<file path="config.mk">
export PLATFORM = sky130hd
export DESIGN_NAME = oc8051_divide
export DESIGN_NICKNAME = d
export VERILOG_FILES = /design/src/rtl/oc8051_divide_pkg.sv /design/src/rtl/oc8051_div_step.sv /design/src/rtl/oc8051_divide.sv
export SDC_FILE = /design/constraint.sdc
export NUM_CORES = 1
export LEC_CHECK = 0
export BUFFER_PORTS_ARGS = -buffer_cell sky130_fd_sc_hd__buf_2
export CAP_MARGIN = 40
export CORE_MARGIN = 3
export CORE_UTILIZATION = 51
export CTS_BUF_LIST = sky130_fd_sc_hd__clkbuf_2 sky130_fd_sc_hd__clkbuf_4 sky130_fd_sc_hd__clkbuf_8
export CTS_CLUSTER_DIAMETER = 120
export DETAILED_ROUTE_END_ITERATION = 12
export PLACE_DENSITY = 0.75
export SYNTH_ARGS = -nofsm -noshare
export SYNTH_HDL_FRONTEND = slang
export SYNTH_SLANG_ARGS = --single-unit
</file>
<file path="constraint.sdc">
create_clock -name clk -period 9.04 [get_ports clk]
set_clock_uncertainty 0.1 [all_clocks]
set_input_delay 1.356 -clock clk [delete_from_list [all_inputs] [get_ports clk]]
set_output_delay 1.356 -clock clk [all_outputs]
set_load 0.05 [all_outputs]
</file>
<file path="src/rtl/oc8051_divide_pkg.sv">
// Shared constants for the DIV AB divider: operand width, bits retired per stage,
// stage count and the cycle-counter encodings.
package oc8051_divide_pkg;
    localparam int DW     = 8;
    localparam int BPC    = 2;
    localparam int STAGES = DW / BPC;

    localparam logic [1:0] CYC_FIRST = 2'd0;
    localparam logic [1:0] CYC_LAST  = 2'(STAGES - 1);
endpackage

</file>
<file path="src/rtl/oc8051_div_step.sv">
// One combinational restoring-division step: shift one dividend bit into the partial
// remainder, subtract the divisor if it fits, and emit the quotient bit.
module oc8051_div_step (
    input  logic [7:0] r,
    input  logic       dbit,
    input  logic [7:0] divisor,
    output logic [7:0] r_next,
    output logic       qbit
);
    logic [8:0] t;

    assign t    = {r, dbit};
    assign qbit = (t >= {1'b0, divisor});
    // The difference always fits 8 bits when the subtraction is taken.
    assign r_next = qbit ? 8'(t - {1'b0, divisor}) : t[7:0];
endmodule

</file>
<file path="src/rtl/oc8051_divide.sv">
// Sequential unsigned 8/8 divider for DIV AB: two restoring steps per enabled cycle,
// MSB first, quotient/remainder available combinationally in the fourth stage.
module oc8051_divide
    import oc8051_divide_pkg::*;
(
    input  logic          clk,
    input  logic          rst,
    input  logic          enable,
    input  logic [DW-1:0] src1,
    input  logic [DW-1:0] src2,
    output logic [DW-1:0] des1,
    output logic [DW-1:0] des2,
    output logic          desOv,
    output logic          done
);
    logic [1:0]      cycle;
    logic [DW-1:0]   rem_q;
    logic [DW-3:0]   quo_q;

    logic [BPC-1:0]  dpair;
    logic [BPC-1:0]  qb;
    logic [DW-1:0]   r_ch [BPC+1];

    // Dividend bit pair consumed by the current stage, MSB pair first.
    always_comb begin
        dpair = src1[7:6];
        case (cycle)
            2'd0: dpair = src1[7:6];
            2'd1: dpair = src1[5:4];
            2'd2: dpair = src1[3:2];
            2'd3: dpair = src1[1:0];
            default: dpair = src1[7:6];
        endcase
    end

    // Stage 0 starts from zero so stale registers from an earlier division never leak in.
    assign r_ch[0] = (cycle == CYC_FIRST) ? '0 : rem_q;

    for (genvar i = 0; i < BPC; i++) begin : g_step
        oc8051_div_step u_step (
            .r       (r_ch[i]),
            .dbit    (dpair[BPC-1-i]),
            .divisor (src2),
            .r_next  (r_ch[i+1]),
            .qbit    (qb[BPC-1-i])
        );
    end

    assign des1  = (cycle == CYC_FIRST) ? {{(DW-BPC){1'b0}}, qb} : {quo_q, qb};
    assign des2  = r_ch[BPC];
    assign desOv = (src2 == '0);
    assign done  = enable & (cycle == CYC_LAST);

    always_ff @(posedge clk) begin
        if (rst) begin
            cycle <= CYC_FIRST;
            rem_q <= '0;
            quo_q <= '0;
        end else if (enable) begin
            cycle <= cycle + 2'd1;
            rem_q <= des2;
            quo_q <= des1[DW-3:0];
        end
    end
endmodule

</file>
==> results of run 1 <==
## worst max-delay path by stage
stage                         end  slack, ns  depth (start not counted)
after floorplan           des2[0]       2.45                         15
after global placement    des2[6]       2.06                         18
after detailed placement  des2[6]       1.96                         18
after CTS                 des2[6]       1.94                         18
after global routing      des2[6]       1.50                         20
final                     des2[6]       1.86                         18
## registers in the layout, summed over array words and instances (netlist names)
| signal | cells |
|---|---|
| rem_q | 8 |
| quo_q | 6 |
| cycle | 2 |
## power by group through the flow
| stage | clock (W) | combinational [W] | sequential, W |
|---|---|---|---|
| after floorplan | 0 | 0.000103 | 0.0000776 |
| after global placement | 0 | 0.000129 | 0.0000782 |
| after detailed placement | 0 | 0.000129 | 0.0000783 |
| after CTS | 0.0000530 | 0.000130 | 0.0000767 |
| after global routing | 0.0000563 | 0.000144 | 0.0000772 |
| final | 0.0000528 | 0.000130 | 0.0000768 |
## layout make-up
class                      instances  area (sq um)  share of cell area (%)
timing repair buffer              36           180                    8.55
clock buffer                       3          41.3                    1.96
sequential                        16           320                    15.2
inverter                          22          82.6                    3.92
multi-input combinational        196          1430                    67.7
tap                               46          57.6                    2.73
## per-layer routing
| metal | global-route usage (%) | vias up | wire, um |
|---|---|---|---|
| met1 | 30.9 | 806 | 2180 |
| li1 | - | 923 | - |
| met5 | 0 | - | 0 |
| met3 | 4.72 | 4 | 353 |
| met2 | 35.4 | 75 | 2140 |
| met4 | 3.05 | 0 | 35 |
## layout by cell type (no fill, tap or decap), drive strengths merged, types with 3 or more instances in the layout
| master | instances |
|---|---|
| nand2b | 7 |
| ha | 19 |
| clkbuf | 3 |
| nand2 | 16 |
| nand4 | 3 |
| a21oi | 13 |
| xnor2 | 7 |
| and2b | 3 |
| or3 | 3 |
| nor2b | 15 |
| nand3 | 5 |
| nor3 | 5 |
| o32a | 3 |
| mux2 | 4 |
| xor2 | 3 |
| o21ai | 18 |
| a211oi | 3 |
| buf | 36 |
| dfxtp | 16 |
| o21a | 5 |
| nor2 | 25 |
| nor3b | 4 |
| inv | 22 |
| mux2i | 9 |
## logic make-up (layout without fill, tap and decap cells)
logic type,count (synthesis),after routing,synth area share (%)
AND/OR/NAND/NOR,90,90,25.2
AO/OA/AOI/OAI,62,62,23.7
buffers and inverters,32,61,7.24
adder cells (fa/ha/maj),21,21,14.8
flip-flops,16,16,17.0
multiplexers,13,13,7.38
XOR/XNOR,10,10,4.65
## metrics by stage
step                std cells  setup slack [ns]  cell area [sq um]  utilization [%]
global placement          316              2.06               2070             60.1
detailed placement        316              1.96               2070             60.1
global route              319              1.50               2110             61.3
finish                    319              1.86               2110             61.3
CTS                       319              1.94               2110             61.3
floorplan                 244              2.45               1880                -
## worst min-delay path, cell delays in order, from the launching register on
cell	delay, ns
dfxtp_1	0.32
mux2i_1	0.06
nor2_1	0.07
==> impl_metrics.toml, run 1 <==
[route]
wl_per_cell_um = 14.8
route.detailed.drc = 0
routed_via_density = 5.67
drtIter0Drc = 132
detail-route-antenna-nets = 0
vias = 1808
drt-total-wl_um = 4710
drt-pass1-iter-count = 4

[worst_setup_path]
worstPathRequired_ns = 7.58
reg2reg_depth = 19
worstReg2RegEnd = "rem_q[1]"
rrSetupSlack_ns = 3.54
cp-startpoint = "src2[2]"
crit_type = "in -> out"
r2r-start = "cycle[0]"
cp-end-kind = "output pin"
critPathSlowestCell = "nor3_4"
worstPathCellList = "buf_2 > inv_1 > ha_1 > nand2_1 > a2111oi_2 > o31a_1 > nor2_1 > xnor2_1 > a22oi_1 > inv_1 > ha_1 > or3_1 > o31ai_1 > o221ai_2 > nor3_4 > inv_2 > mux2i_1 > buf_2"
critPathTopFamily = "compound AO/OA/AOI/OAI gates"
cp.buffers_inverters = 5
cp_max_fo = 16
worstPathArrival_ns = 5.72
slowest_delay_ns = 0.54
start_kind = "input pin"

[clock_network]
cts.path.max_buffers = 2
cts_htree_levels = 1
clock_latency_ns = 0.25
cts_sinks = 16
cts_buffers = 3
clockRootBuffer = "clkbuf_8"
cts_hold_buf = 0
postCtsSetupRepairBufs = 0
path_clk_slew_ns = 0.06
cts_resized = 0
tritoncts = "built"

[pwr]
leakagePower_nw = 0.993
peakVddDrop_v = 0.000106
power_density_nw_per_um2 = 123
p_switching_w = 0.000111
seq_power_share_pct = 29.5
p_sw_share_pct = 42.6
clockPowerShare_pct = 20.3
combinationalPowerShare_pct = 50.2
finalPower_w = 0.000260
intPower_w = 0.000149

[logic_synthesis]
synth_top_cell_by_area = "dfxtp_1"
synthArstFlopShare_pct = 0
synth_most_common_cell = "nor2_1"
netlist_instances = 244
syn-num-nets = 284
netlist_area_sq_um = 1880
synth_top_area_share_pct = 17.0
yosys_warnings = 0
ys_types = 52
ys_ff_latch = 16
seq_area_frac_synth_pct = 17.0
netlist_top_cells_area = "dfxtp_1, ha_1, nor2_1"
avgSynthCellArea_sq_um = 7.72
synth-main-ff-cell = "dfxtp_1"
synth_edf_count = 0
synth_common_cells = "nor2_1, inv_1, ha_1"

[worst_hold_path]
hold_class = "reg -> reg"
hold_start = "quo_q[3]"
whs_endpoint = "quo_q[3]"
whs_path_depth = 2

[timing]
hold_ws_ns = 0.382
layout_min_cycle_time_ns = 7.18
maxSlewHeadroom_pct = 55.8
tightest_slew_ns = 0.662
fmax_mhz = 139
drv_slew = 0
period_share_pct = 79.4
hold_viol_final = 0
finalSetupTns_ns = 0
finalSetupViolations = 0
rsz0062_at_grt = "no"

[global_routing]
overflow = 0
track_usage_pct = 22.1
antenna_found_initial = 0
grt_pass1_wl_um = 7600
grt_pass1_vias = 1614
grt_max_degree = 19

[floorplanning]
io_pins = 37
die_w_um = 66.8
core_area_sq_um = 3440
fp.dieH_um = 66.8
die_area_sq_um = 4460
start_util_pct = 54.7
std_cell_rows = 21

[finish]
area_delta_synth_final_pct = 12.0
drive_gt1_share_pct = 19.4
fillers = 308
num_antenna_cells = 0
nets = 315

[flow_run]
maxCapViolCount = 0

[placed_design]
gp_congestion = 0.980
numPortBuffers = 36
hpwl_um = 3830

[run_status]
status = "finished clean"
No activity file was read; power rests on OpenSTA's default activity.
==> run 2: changes to the inputs <==
==> constraint.sdc (replaced) <==
create_clock -name clk -period 7.2 [get_ports clk]
set_clock_uncertainty 0.1 [all_clocks]
set_input_delay 1.08 -clock clk [delete_from_list [all_inputs] [get_ports clk]]
set_output_delay 1.08 -clock clk [all_outputs]
set_load 0.05 [all_outputs]
==> run 2 against run 1 <==
Die area unchanged. Via count is the same. Worst hold slack improved by 0.00068 ns. Cell count grew 0.31%. Clock-buffer cell count stayed put. Clock power grew 25%. Non-clock buffer count rose by 1.
==> impl_metrics.toml, run 2 (synthesis gave the netlist of run 1 again) <==
[run_status]
status = "finished clean"

[pwr]
p_switching_w = 0.000138
peakVddDrop_v = 0.000133
combinationalPowerShare_pct = 50.2
intPower_w = 0.000188
power_density_nw_per_um2 = 154
clockPowerShare_pct = 20.3
seq_power_share_pct = 29.5
leakagePower_nw = 0.998
p_sw_share_pct = 42.4

[clock_network]
cts_resized = 0
cts.path.max_buffers = 2
postCtsSetupRepairBufs = 0
cts_sinks = 16
path_clk_slew_ns = 0.06
clock_latency_ns = 0.25
tritoncts = "built"
cts_htree_levels = 1
cts_buffers = 3
clockRootBuffer = "clkbuf_8"
cts_hold_buf = 0

[finish]
regArea_sq_um = 320
fin_area_sq_um = 2120
largest_reg_flops = 8
largest-register = "rem_q"
drive_gt1_share_pct = 19.7
fillers = 319
final_cell_mix = "buf_2, nor2_1, inv_1, ha_1"
finalNonFillerCells = 320
area_delta_synth_final_pct = 12.4
final_common_cell = "buf_2"
nets = 316
multiInputGateArea_sq_um = 1430
top_regs = "rem_q: 8 flops, quo_q: 6 flops, cycle: 2 flops"
num_antenna_cells = 0

[floorplanning]
die_w_um = 66.8
std_cell_rows = 21
core_area_sq_um = 3440
start_util_pct = 54.7
fp.dieH_um = 66.8
die_area_sq_um = 4460
io_pins = 37

[worst_setup_path]
reg2reg_depth = 19
critPathTopFamily = "compound AO/OA/AOI/OAI gates"
r2r-start = "cycle[0]"
worstPathRequired_ns = 6.02
worstPathCellList = "inv_1 > ha_1 > buf_4 > and2b_1 > ha_1 > inv_1 > o21bai_1 > a21oi_1 > o211ai_2 > inv_1 > a22oi_1 > inv_1 > ha_1 > or3_1 > o31ai_1 > o221ai_2 > nor3_4 > inv_2 > mux2i_1 > buf_2"
worstPathArrival_ns = 5.50
cp-end-kind = "output pin"
worstReg2RegEnd = "rem_q[1]"
cp_max_fo = 16
critPathSlowestCell = "nor3_4"
crit_type = "reg -> out"
cp.buffers_inverters = 7
cp-startpoint = "cycle[0]"
slowest_delay_ns = 0.52
start_kind = "flop"
rrSetupSlack_ns = 1.85
cp_common_cell = "inv_1"

[route]
drt-total-wl_um = 4680
drtIter0Drc = 87
wl_per_cell_um = 14.6
vias = 1808
drt-pass1-iter-count = 4
routed_via_density = 5.65
route.detailed.drc = 0
detail-route-antenna-nets = 0

[timing]
maxSlewHeadroom_pct = 57.3
rsz0062_at_grt = "no"
fmax_mhz = 150
hold_viol_final = 0
tightest_slew_ns = 0.638
layout_min_cycle_time_ns = 6.68
drv_slew = 0
finalSetupTns_ns = 0
period_share_pct = 92.7
finalSetupViolations = 0

[global_routing]
grt_max_degree = 19
overflow = 0
grt_pass1_vias = 1625
grt_pass1_wl_um = 7510
antenna_found_initial = 0
track_usage_pct = 22.1

[flow_run]
maxCapViolCount = 0

[placed_design]
postPlaceCellArea_sq_um = 2070
gp_congestion = 0.968
hpwl_um = 3830
numPortBuffers = 36
dp.cells = 317

[worst_hold_path]
hold_start = "quo_q[0]"
hold_class = "reg -> reg"
whs_endpoint = "quo_q[0]"
whs_path_depth = 2
run 2: cell count changes in the layout (fill, tap and decap cells not counted):
cell	delta
buf_4	+1
run 2: how the worst max path moves through the flow:
stage,end,slack [ns],cells past startpoint
after CTS,des2[6],0.51,20
after detailed placement,des2[6],0.74,18
after global routing,des2[4],0.06,20
after global placement,des2[6],0.77,18
final,des2[6],0.52,20
after floorplan,des2[0],1.16,15
run 2: worst register-to-register path: cells and delay by family (launching register included):
family                     cells  cell delay (ns)
buffers and inverters          5             0.71
muxes                          1             0.37
DFF                            1             0.35
adders and majority gates      3             1.00
AOI/OAI and AO/OA              7             1.67
and+or+nand+nor                3             1.05
run 2: power by group through the flow:
stage	clock, W	combinational [W]	sequential, W
floorplan	0	0.000129	0.0000974
global placement	0	0.000162	0.0000983
detailed placement	0	0.000163	0.0000983
CTS	0.0000664	0.000164	0.0000965
global route	0.0000710	0.000181	0.0000971
finish	0.0000662	0.000164	0.0000965
run 2: area by class of cell:
class	count	share of cell area [%]
clock buffer	3	1.95
timing repair buffer	37	8.87
sequential	16	15.1
tap	46	2.72
inverter	22	3.90
multi-input combinational	196	67.4
run 2: per-stage QoR:
stage                     power [W]  hold WS, ns  util, %  setup WS [ns]
after CTS                  0.000327        0.382     61.5          0.508
after global routing       0.000349        0.409     61.5         0.0612
after floorplan            0.000227        0.352        -           1.16
after detailed placement   0.000261        0.374     60.3          0.745
final                      0.000327        0.382     61.5          0.523
after global placement     0.000260        0.366     60.3          0.774
run 2: metal layers:
metal  track usage (%)  part of all wire, %
met4              3.30                 0.92
met3              5.40                  6.8
met2              36.0                   45
met1              29.9                   48
met5                 0                    0
